**config.mk**
```make
export PLATFORM = sky130hd
export DESIGN_NAME = prog_loader
export DESIGN_NICKNAME = d
export VERILOG_FILES = /design/src/rtl/prog_loader_pkg.sv /design/src/rtl/prog_loader_uart_rx.sv /design/src/rtl/prog_loader.sv
export SDC_FILE = /design/constraint.sdc
export NUM_CORES = 1
export LEC_CHECK = 0
export ABC_AREA = 1
export ABC_CLOCK_PERIOD_IN_PS = 1900
export CORE_UTILIZATION = 53
export DETAILED_ROUTE_END_ITERATION = 7
export PLACE_DENSITY = 0.76
export SLEW_MARGIN = 20
export SYNTH_ARGS = -nofsm -noshare
export SYNTH_HDL_FRONTEND = slang
export SYNTH_SLANG_ARGS = --single-unit
export TNS_END_PERCENT = 1
```
**constraint.sdc**
```tcl
create_clock -name clk_i -period 1.9 [get_ports clk_i]
set_input_delay 0.38 -clock clk_i [delete_from_list [all_inputs] [get_ports clk_i]]
set_output_delay 0.38 -clock clk_i [all_outputs]
set_load 0.005 [all_outputs]
```
**src/rtl/prog_loader_pkg.sv**
```systemverilog
// ---------------------------------------------------------------------------
// prog_loader_pkg
// Shared definitions for the UART program loader: loader and receiver state
// encodings, the default frame start marker, frame length and write-address
// width.
// ---------------------------------------------------------------------------
package prog_loader_pkg;

  // Frame start marker used unless the top-level parameter overrides it.
  localparam logic [7:0] DEFAULT_SYNC_BYTE = 8'hA5;

  // One frame carries one byte for every CPU instruction address.
  localparam int FRAME_LEN = 32;
  localparam int ADDR_W    = 5;
  localparam logic [ADDR_W-1:0] LAST_ADDR = ADDR_W'(FRAME_LEN - 1);

  // Depth of the rx_i metastability synchronizer.
  localparam int SYNC_STAGES = 2;

  // Framing FSM owned by prog_loader.
  typedef enum logic [1:0] {
    ST_IDLE  = 2'd0,
    ST_LOAD  = 2'd1,
    ST_CHECK = 2'd2,
    ST_RUN   = 2'd3
  } loader_state_t;

  // Bit-level FSM owned by uart_rx.
  typedef enum logic [1:0] {
    RX_IDLE  = 2'd0,
    RX_START = 2'd1,
    RX_DATA  = 2'd2,
    RX_STOP  = 2'd3
  } rx_state_t;

endpackage

```
**src/rtl/prog_loader_uart_rx.sv**
```systemverilog
// ---------------------------------------------------------------------------
// uart_rx
// 8N1 UART byte receiver, LSB first, idle high. Synchronizes rx_i, detects
// the start edge, rejects glitches shorter than half a bit, samples each data
// bit mid-period and checks the stop bit.
//
// Ports
//   clk_i        clock
//   rst_i        asynchronous active-high reset
//   rx_i         asynchronous serial input
//   data_o[7:0]  last received byte (valid while valid_o is high)
//   valid_o      one-cycle pulse: data_o holds a correctly framed byte
//   frame_err_o  one-cycle pulse: stop bit was sampled low, byte discarded
// ---------------------------------------------------------------------------
module uart_rx
  import prog_loader_pkg::*;
#(
  parameter int CLKS_PER_BIT = 16
) (
  input  logic       clk_i,
  input  logic       rst_i,
  input  logic       rx_i,
  output logic [7:0] data_o,
  output logic       valid_o,
  output logic       frame_err_o
);

  localparam int CNT_W = (CLKS_PER_BIT > 2) ? $clog2(CLKS_PER_BIT) : 1;
  localparam logic [CNT_W-1:0] HALF_M1 = CNT_W'(CLKS_PER_BIT / 2 - 1);
  localparam logic [CNT_W-1:0] FULL_M1 = CNT_W'(CLKS_PER_BIT - 1);

  // Synchronizer chain; stage 0 is the only flop that sees the raw pin.
  logic [SYNC_STAGES-1:0] sync_reg;
  logic                   prev_reg;
  logic                   rx_sync;
  logic                   fall;

  always_ff @(posedge clk_i or posedge rst_i) begin
    if (rst_i) begin
      sync_reg[0] <= 1'b1;
    end else begin
      sync_reg[0] <= rx_i;
    end
  end

  generate
    for (genvar gi = 1; gi < SYNC_STAGES; gi++) begin : g_sync
      always_ff @(posedge clk_i or posedge rst_i) begin
        if (rst_i) begin
          sync_reg[gi] <= 1'b1;
        end else begin
          sync_reg[gi] <= sync_reg[gi-1];
        end
      end
    end
  endgenerate

  always_ff @(posedge clk_i or posedge rst_i) begin
    if (rst_i) begin
      prev_reg <= 1'b1;
    end else begin
      prev_reg <= rx_sync;
    end
  end

  assign rx_sync = sync_reg[SYNC_STAGES-1];
  assign fall    = prev_reg & ~rx_sync;

  rx_state_t        state_reg, state_next;
  logic [CNT_W-1:0] cnt_reg, cnt_next;
  logic [2:0]       bit_reg, bit_next;
  logic [7:0]       shift_reg, shift_next;
  logic [7:0]       data_reg, data_next;
  logic             valid_reg, valid_next;
  logic             ferr_reg, ferr_next;

  always_ff @(posedge clk_i or posedge rst_i) begin
    if (rst_i) begin
      state_reg <= RX_IDLE;
      cnt_reg   <= '0;
      bit_reg   <= '0;
      shift_reg <= '0;
      data_reg  <= '0;
      valid_reg <= 1'b0;
      ferr_reg  <= 1'b0;
    end else begin
      state_reg <= state_next;
      cnt_reg   <= cnt_next;
      bit_reg   <= bit_next;
      shift_reg <= shift_next;
      data_reg  <= data_next;
      valid_reg <= valid_next;
      ferr_reg  <= ferr_next;
    end
  end

  always_comb begin
    state_next = state_reg;
    cnt_next   = cnt_reg;
    bit_next   = bit_reg;
    shift_next = shift_reg;
    data_next  = data_reg;
    valid_next = 1'b0;
    ferr_next  = 1'b0;

    unique case (state_reg)
      RX_IDLE: begin
        if (fall) begin
          // The detection cycle itself counts, so the start bit is re-sampled
          // exactly CLKS_PER_BIT/2 cycles after the edge was seen.
          state_next = RX_START;
          cnt_next   = CNT_W'(1);
        end
      end
      RX_START: begin
        if (cnt_reg == HALF_M1) begin
          cnt_next = '0;
          bit_next = '0;
          // Line back high at the mid-point: a glitch, not a start bit.
          state_next = rx_sync ? RX_IDLE : RX_DATA;
        end else begin
          cnt_next = cnt_reg + 1'b1;
        end
      end
      RX_DATA: begin
        if (cnt_reg == FULL_M1) begin
          cnt_next   = '0;
          shift_next = {rx_sync, shift_reg[7:1]};
          if (bit_reg == 3'd7) begin
            state_next = RX_STOP;
          end else begin
            bit_next = bit_reg + 3'd1;
          end
        end else begin
          cnt_next = cnt_reg + 1'b1;
        end
      end
      RX_STOP: begin
        if (cnt_reg == FULL_M1) begin
          cnt_next   = '0;
          state_next = RX_IDLE;
          if (rx_sync) begin
            valid_next = 1'b1;
            data_next  = shift_reg;
          end else begin
            ferr_next = 1'b1;
          end
        end else begin
          cnt_next = cnt_reg + 1'b1;
        end
      end
      default: state_next = RX_IDLE;
    endcase
  end

  assign data_o      = data_reg;
  assign valid_o     = valid_reg;
  assign frame_err_o = ferr_reg;

endmodule

```
**src/rtl/prog_loader.sv**
```systemverilog
// ---------------------------------------------------------------------------
// prog_loader
// Receives a program image over UART and writes it into a 32-byte program
// memory while holding the CPU in reset. Frame: SYNC_BYTE, 32 data bytes for
// addresses 0..31, then the mod-256 sum of the data bytes. A good checksum
// releases the CPU; a bad checksum or framing error sets the sticky err_o.
//
// Ports
//   clk_i          clock
//   rst_i          asynchronous active-high reset
//   rx_i           UART receive line (asynchronous)
//   wen_o          program-memory write strobe, one cycle per data byte
//   waddr_o[4:0]   program-memory write address
//   wdata_o[7:0]   program-memory write data
//   cpu_rst_o      CPU reset, high unless the loaded image passed checksum
//   busy_o         frame in progress
//   done_o         last frame passed checksum
//   err_o          sticky checksum/framing error, cleared by a valid sync
// ---------------------------------------------------------------------------
module prog_loader
  import prog_loader_pkg::*;
#(
  parameter int         CLKS_PER_BIT = 16,
  parameter logic [7:0] SYNC_BYTE    = DEFAULT_SYNC_BYTE
) (
  input  logic              clk_i,
  input  logic              rst_i,
  input  logic              rx_i,
  output logic              wen_o,
  output logic [ADDR_W-1:0] waddr_o,
  output logic [7:0]        wdata_o,
  output logic              cpu_rst_o,
  output logic              busy_o,
  output logic              done_o,
  output logic              err_o
);

  logic [7:0] rx_data;
  logic       rx_valid;
  logic       rx_ferr;

  uart_rx #(
    .CLKS_PER_BIT(CLKS_PER_BIT)
  ) u_uart_rx (
    .clk_i      (clk_i),
    .rst_i      (rst_i),
    .rx_i       (rx_i),
    .data_o     (rx_data),
    .valid_o    (rx_valid),
    .frame_err_o(rx_ferr)
  );

  loader_state_t     state_reg, state_next;
  logic [ADDR_W-1:0] addr_reg, addr_next;
  logic [7:0]        sum_reg, sum_next;
  logic              err_reg, err_next;
  logic              wen_reg, wen_next;
  logic [ADDR_W-1:0] waddr_reg, waddr_next;
  logic [7:0]        wdata_reg, wdata_next;

  always_ff @(posedge clk_i or posedge rst_i) begin
    if (rst_i) begin
      state_reg <= ST_IDLE;
      addr_reg  <= '0;
      sum_reg   <= '0;
      err_reg   <= 1'b0;
      wen_reg   <= 1'b0;
      waddr_reg <= '0;
      wdata_reg <= '0;
    end else begin
      state_reg <= state_next;
      addr_reg  <= addr_next;
      sum_reg   <= sum_next;
      err_reg   <= err_next;
      wen_reg   <= wen_next;
      waddr_reg <= waddr_next;
      wdata_reg <= wdata_next;
    end
  end

  always_comb begin
    state_next = state_reg;
    addr_next  = addr_reg;
    sum_next   = sum_reg;
    err_next   = err_reg;
    wen_next   = 1'b0;
    waddr_next = waddr_reg;
    wdata_next = wdata_reg;

    if (rx_ferr) begin
      // A badly framed byte poisons the whole frame, whatever state we are in.
      state_next = ST_IDLE;
      err_next   = 1'b1;
    end else if (rx_valid) begin
      unique case (state_reg)
        ST_IDLE, ST_RUN: begin
          if (rx_data == SYNC_BYTE) begin
            state_next = ST_LOAD;
            addr_next  = '0;
            sum_next   = '0;
            err_next   = 1'b0;
          end
        end
        ST_LOAD: begin
          // SYNC_BYTE is ordinary data here; no mid-frame resync.
          wen_next   = 1'b1;
          waddr_next = addr_reg;
          wdata_next = rx_data;
          sum_next   = sum_reg + rx_data;
          addr_next  = addr_reg + 1'b1;
          if (addr_reg == LAST_ADDR) begin
            state_next = ST_CHECK;
          end
        end
        ST_CHECK: begin
          if (rx_data == sum_reg) begin
            state_next = ST_RUN;
          end else begin
            state_next = ST_IDLE;
            err_next   = 1'b1;
          end
        end
        default: state_next = ST_IDLE;
      endcase
    end
  end

  assign wen_o     = wen_reg;
  assign waddr_o   = waddr_reg;
  assign wdata_o   = wdata_reg;
  assign cpu_rst_o = (state_reg != ST_RUN);
  assign busy_o    = (state_reg == ST_LOAD) || (state_reg == ST_CHECK);
  assign done_o    = (state_reg == ST_RUN);
  assign err_o     = err_reg;

endmodule

```
# Yosys cells after proc, flatten, opt, wreduce, memory -nomap -nowiden
# Cells that the tools add are included.
# word_totals
regBits	60
inputBits	3
word_cells	103
# op_classes
n_addsub	4
eq_ne	23
n_mux	39
bitwise	3
n_reduce_logical	17
# op_table
op	count
$mux W2	11
$pmux W8 S2	1
$mux W1	13
$mux W4	3
$pmux W4 S3	1
$reduce_and A4 Y1	3
$ne A2 B1 Y1 const B	5
$pmux W5 S2	1
$mux W3	3
$ne A3 B2 Y1 const B	3
$reduce_and A3 Y1	3
$add A8 B8 Y8	1
$eq A2 B2 Y1 const B	4
$eq A8 B8 Y1	1
$eq A8 B8 Y1 const B	1
$mux W8	1
$pmux W2 S4	1
$ne A2 B2 Y1 const B	3
$pmux W2 S3	1
$pmux W3 S2	1
$reduce_bool A2 Y1	3
$add A5 B1 Y5 const B	1
$eq A5 B5 Y1 const B	1
$mux W5	1
15 further kinds	19

# Logic depth before layout (Yosys ltp)
# Gate-level depths: netlist (run 1).
# logic_depth
word_depth	5
ltp_mapped	10

# By module
# Synthesis (run 1) repeated with hierarchy kept, for this count alone.
# unflattened
hier_cells	361
hier_area_um2	3116.7
# modules_own_cells
module	n_inst	cells_each	area_per_inst_um2
prog_loader	1	218	1749.2
uart_rx	1	143	1367.6

# Worst setup path before layout (run 1)
# OpenSTA, ideal clock, no wires.
# synth_path
kind	flip-flop to flip-flop
startpoint	reg u_uart_rx.data_reg[0], in the netlist u_uart_rx.data_o[0]
endpoint	reg sum_reg[4]
t_arrival_ps	1414
slack_ps	358
path_stages_with_launch	6
n_path_buf	0
period_less_slack_ps	1542
path_cell_list	dfrtp_1 > ha_1 > fa_1 > a21oi_1 > xor2_1 > o21ai_0
# synth_via
elab_chain_len	3
elab_cells_between_ends	5
classes_between	add/sub: 1; eq/ne: 2; mux: 1; reduce/logical: 1
# synth_lines
item	line_no	source
start, declared	prog_loader_uart_rx.sv:73	logic [7:0] data_reg, data_next;
start signal, assigned	prog_loader_uart_rx.sv:91	data_reg <= data_next;
branches (longest 3 deep; another with $add A8 B8 Y8)	n/a	
end signal, assigned	prog_loader.sv:73	sum_reg <= sum_next;
end, declared	prog_loader.sv:55	logic [7:0] sum_reg, sum_next;
# Several ways; the timed one is not identified.
# A chain may end at the register's enable or synchronous reset.

# Worst setup path after layout (run 1)
# layout_path
startpoint	reg state_reg[0]
endpoint	out cpu_rst_o
# layout_via
elab_chain_len	1
# layout_lines
item	line_no	source
start, declared	prog_loader.sv:53	loader_state_t state_reg, state_next;
start signal, assigned	prog_loader.sv:71	state_reg <= state_next;
$ne A2 B2 Y1	prog_loader.sv:131	assign cpu_rst_o = (state_reg != ST_RUN);
end, declared	prog_loader.sv:32	output logic cpu_rst_o,
# No other way between the ends.

==> impl_metrics.json, run 1 <==
{
  "core_area_um2": 5270,
  "cp_data_required_time_ns": 1.52,
  "finish.utilization_pct": 66.3,
  "antennaDiodeCount": 0,
  "ctsHoldBuffers": 0,
  "worst_slew_pin_slew_ns": 0.383,
  "crit_chain": "buf_4 -> ha_1 -> inv_1 -> dlygate4sd2_1",
  "vias": 2299,
  "grt_max_degree": 61,
  "cp_slowest_cell": "dfrtp_1",
  "place_ws_ns": 0.140,
  "syn_avg_cell_area_um2": 8.64,
  "yosysWarnings": 0,
  "hp-class": "flop to flop",
  "cts_tree": "built",
  "power.total_mw": 2.98,
  "grt_pass1_vias": 2170,
  "grt_setup_unrepaired": "no",
  "holdWs_ns": 0.351,
  "synth.distinct_cells": 30,
  "syn_area_um2": 2990,
  "final_cell_mix": "nand2_1, dfrtp_1, inv_1",
  "io_pins": 21,
  "ir_drop_mv": 0.662,
  "cts_inserted_buffers": 9,
  "wirelength_mm": 5.74,
  "power.leakage_nw": 1.80,
  "drt_iter0_markers": 106,
  "cp_top_family": "buffers and inverters",
  "period_needed_ns": 1.71,
  "dr.pass1.iters": 4,
  "grt_pass1_wl_mm": 10.0,
  "cts.sinks": 60,
  "route.detailed.drc": 0,
  "viasPerCell": 5.11,
  "clk_pin_slew_worst_paths_ns": 0.07,
  "post_synth_inst_count": 346,
  "max_stage_delay_ns": 0.39,
  "setup_viol": 0,
  "routabilityCongestion": 0.875,
  "area.growth.synth_to_final_pct": 16.9,
  "worstPathArrival_ns": 1.33,
  "layout_commonest_cell": "nand2_1",
  "postRouteAntennaNets": 0,
  "cts-root-buf": "clkbuf_8",
  "synth_fp_nets": 366,
  "die_y_um": 77.1,
  "final_cells": 450,
  "maxSlewHeadroom_pct": 74.5,
  "status": "finished clean",
  "place_hpwl_mm": 4.11,
  "grt_usage_pct": 21.7,
  "die_w_um": 77.1,
  "crit_fanout": 4,
  "initial_core_util_pct": 56.7,
  "drive_above_1_share_pct": 12.6,
  "fmax_mhz": 583,
  "io_buffers": 20,
  "nFillCells": 437,
  "layout_setup_ws_ns": 0.185,
  "ys_ff_latch": 60,
  "drv_cap": 0,
  "start_kind": "flop",
  "fin_worst_skew_ns": 0.00793,
  "cp-end-kind": "output pin",
  "rows": 26,
  "power_density_nw_per_um2": 854,
  "ys_seq_area_share_pct": 50.3,
  "path_class": "flop to output pin",
  "final_nets": 397,
  "clk_latency_ns": 0.33,
  "finalHoldViolations": 0,
  "dp_cells": 434,
  "grt_overflow": 0,
  "cts_max_path_buffers": 2,
  "drv_slew": 0,
  "wire_per_inst_um": 12.8,
  "final.period_utilization_pct": 90.2,
  "htreeDepth": 3,
  "die-area_um2": 5950,
  "antenna_found_initial": 0,
  "crit_buf_inv": 3
}
[final cells by class]
class	count	area [um^2]	area share, %
Clock inverter	2	35.0	1.00
Multi-Input combinational cell	239	1290	36.8
Tap cell	70	87.6	2.51
Sequential cell	60	1510	43.1
Clock buffer	12	155	4.44
Inverter	41	161	4.62
Timing Repair Buffer	26	262	7.48
[per-layer routing]
layer | GRT usage [%] | vias to the layer above | wire, um
met2 | 34.9 | 33 | 2780
met4 | 9.81 | 0 | 105
met1 | 28.6 | 1085 | 2720
met3 | 4.05 | 12 | 138
met5 | 0 | - | 0
li1 | - | 1169 | -
[cell families (layout without fill, tap and decap cells)]
| kind of cell | after synthesis | in the layout | synth area share [%] |
|---|---|---|---|
| and+or+nand+nor | 164 | 164 | 24.3 |
| AOI/OAI and AO/OA | 53 | 53 | 9.50 |
| xor gates and xnor gates | 5 | 5 | 1.46 |
| adders and majority gates | 17 | 17 | 7.36 |
| DFF | 60 | 60 | 50.3 |
| buffers and inverters | 47 | 81 | 7.03 |
[stage by stage]
stage / setup TNS [ns] / instance area, um^2
finish: 0 / 3490
detailed placement: 0 / 3270
global placement: 0 / 3270
global route: 0 / 3490
CTS: -0.0522 / 3480
floorplan: 0 / 2990
[synthesized netlist by cell type (all sizes together)]
cell    number  area share [%]
a21oi        8             1.3
a22o         1            0.29
buf          6             1.6
dfrtp       57              48
dfstp        3             2.6
fa           1            0.67
ha          16             6.7
inv         41             5.4
nand2      121              15
nand3       15             2.8
nand3b       3            0.75
nand4        2            0.42
nor2        17             2.8
nor3         5             2.0
o211ai       1            0.25
o21ai       42             7.4
o22ai        1            0.21
or2          1            0.21
xnor2        2            0.59
xor2         3            0.88
[worst paths after layout]
kind / from / to / slack, ns / cells after the start
setup / recovery: state_reg[0] / cpu_rst_o / 0.19 / 4
hold / removal: u_uart_rx.sync_reg[0] / u_uart_rx.rx_sync / 0.35 / 0
setup reg to reg: u_uart_rx.data_o[0] / sum_reg[4] / 0.22 / 5
hold reg to reg: u_uart_rx.sync_reg[0] / u_uart_rx.rx_sync / 0.35 / 0
max in group asynchronous: rst_i / u_uart_rx.sync_reg[0] / 1.17 / 3
min in group asynchronous: rst_i / wdata_o[3] / 0.43 / 3
[where the power goes]
group	leakage (nW)	internal, mW	switching (mW)
Combinational	0.887	0.148	0.276
Clock	0.0983	0.661	0.458
Sequential	0.818	1.36	0.0831
Total	1.80	2.17	0.817
[repair_timing]
item                       in CTS  in global routing
setup endpoints to repair       2                  2
resized for setup               3                  3
buffers inserted                1                  1
gates cloned                    0                  0
Note: power is estimated with default switching activity, not from simulation.
==> inputs of run 2 (changes only) <==
--- a/config.mk
+++ b/config.mk
@@ -6,10 +6,11 @@
 export NUM_CORES = 1
 export LEC_CHECK = 0
 export ABC_AREA = 1
-export ABC_CLOCK_PERIOD_IN_PS = 1900
-export CORE_UTILIZATION = 53
+export ABC_CLOCK_PERIOD_IN_PS = 1600
+export CORE_UTILIZATION = 55
+export CTS_CLUSTER_DIAMETER = 100
 export DETAILED_ROUTE_END_ITERATION = 7
-export PLACE_DENSITY = 0.76
+export PLACE_DENSITY = 0.75
 export SLEW_MARGIN = 20
 export SYNTH_ARGS = -nofsm -noshare
 export SYNTH_HDL_FRONTEND = slang
==> constraint.sdc (replaced) <==
create_clock -name clk_i -period 1.6 [get_ports clk_i]
set_input_delay 0.32 -clock clk_i [delete_from_list [all_inputs] [get_ports clk_i]]
set_output_delay 0.32 -clock clk_i [all_outputs]
set_load 0.005 [all_outputs]
==> impl_metrics.json, run 2 (same netlist as run 1, synthesis figures left out) <==
{
  "dp_cells": 448,
  "grt.busiest_layer": "met2",
  "fin_worst_skew_ns": 0.0110,
  "finalHoldViolations": 0,
  "worst_slew_pin_slew_ns": 0.398,
  "grt_pass1_vias": 2219,
  "fin_area_um2": 3830,
  "fmax_mhz": 641,
  "drv_slew": 0,
  "drt_iter0_markers": 128,
  "power.leakage_nw": 1.89,
  "cts-root-buf": "clkbuf_8",
  "route.detailed.drc": 0,
  "clk_pin_slew_worst_paths_ns": 0.07,
  "rows": 26,
  "final_cells": 477,
  "ir_drop_mv": 1.05,
  "clk_latency_ns": 0.34,
  "drive_above_1_share_pct": 24.1,
  "die_w_um": 75.7,
  "maxSlewHeadroom_pct": 73.4,
  "grt_use_met2_pct": 38.3,
  "antennaDiodeCount": 0,
  "cts_tree": "built",
  "period_needed_ns": 1.56,
  "global_route.usage.met3_pct": 5.29,
  "grt_setup_unrepaired": "yes",
  "cp-end-kind": "flop",
  "htreeDepth": 3,
  "finish.utilization_pct": 74.0,
  "routabilityCongestion": 0.862,
  "initial_core_util_pct": 57.8,
  "wirelength_mm": 6.18,
  "setup_viol": 0,
  "status": "finished clean",
  "die-area_um2": 5740,
  "cts_inserted_buffers": 9,
  "wire_per_inst_um": 13.0,
  "io_pins": 21,
  "cp_top_family": "simple AND/OR/NAND/NOR gates",
  "drv_cap": 0,
  "die_y_um": 75.7,
  "grt_usage_pct": 24.5,
  "crit_buf_inv": 1,
  "grt_pass1_wl_mm": 10.0,
  "dpl_cell_area_um2": 3390,
  "layout_commonest_cell": "nand2_1",
  "cp_data_required_time_ns": 1.85,
  "start_kind": "flop",
  "vias": 2391,
  "core_area_um2": 5170,
  "grt_util_met1_pct": 31.9,
  "setup.worst_path.start": "u_uart_rx.data_o[1]",
  "io_buffers": 20,
  "place_hpwl_mm": 4.25,
  "power.total_mw": 3.84,
  "reg2reg_from": "u_uart_rx.data_o[1]",
  "path_common_cell": "o21ai_0",
  "antenna_found_initial": 0,
  "cts_max_path_buffers": 2,
  "dr.pass1.iters": 4,
  "grt_max_degree": 24,
  "cts.sinks": 60,
  "power_density_nw_per_um2": 1000,
  "final_nets": 422,
  "crit_fanout": 3,
  "path_class": "flop to flop",
  "holdWs_ns": 0.326,
  "crit_chain": "ha_1 -> nor2_1 -> nand2_1 -> nor2_2 -> nand3_2 -> o21ai_0 -> inv_1 -> o21ai_0",
  "worstPathArrival_ns": 1.81,
  "postRouteAntennaNets": 0,
  "grt_overflow": 0,
  "final.period_utilization_pct": 97.5,
  "viasPerCell": 5.01,
  "cp_slowest_cell": "dfrtp_2",
  "area.growth.synth_to_final_pct": 28.1,
  "final_cell_mix": "nand2_1, dfrtp_1, inv_1",
  "hp-class": "input port to asynchronous set/reset pin",
  "max_stage_delay_ns": 0.44
}
[run 2: per-stage QoR]
step | setup TNS (ns) | setup slack (ns)
floorplan | 0 | 0.0577
global placement | 0 | 0.0390
detailed placement | -0.00693 | -0.00693
CTS | -0.00552 | -0.00552
global route | -0.237 | -0.0475
finish | 0 | 0.0393
[run 2: power breakdown]
group | switching (mW) | internal, mW
clock network | 0.577 | 0.918
logic | 0.352 | 0.269
registers | 0.116 | 1.61
[run 2: repair_timing]
action,CTS,global route
setup endpoints to repair,5,22
pin swaps,1,9
gates resized for setup,11,32
buffers inserted,7,7
hold buffers,0,0
[run 2: cell type report]
class / instances / area [um^2]
flip-flops and latches: 60 / 1510
multi-input cells: 239 / 1390
fillers: 357 / 1340
repair buffers: 51 / 453
inverters: 41 / 170
clock buffers: 12 / 145
well taps: 70 / 87.6
clock inverters: 4 / 72.6
[run 2: routing by layer]
layer  vias up  wire length, um
li1       1221                -
met1      1111             2820
met2        44             2970
met3        15              215
met4         0              173
met5         -                0
[run 2: final timing paths]
path / cells after the start / slack, ns / end
setup / recovery: 8 / 0.04 / state_reg[0]
hold / removal: 2 / 0.33 / u_uart_rx.shift_reg[1]
setup reg to reg: 8 / 0.04 / state_reg[0]
hold reg to reg: 0 / 0.36 / u_uart_rx.rx_sync
max in group asynchronous: 3 / 0.82 / u_uart_rx.data_o[2]
min in group clk_i: 0 / 0.36 / u_uart_rx.rx_sync
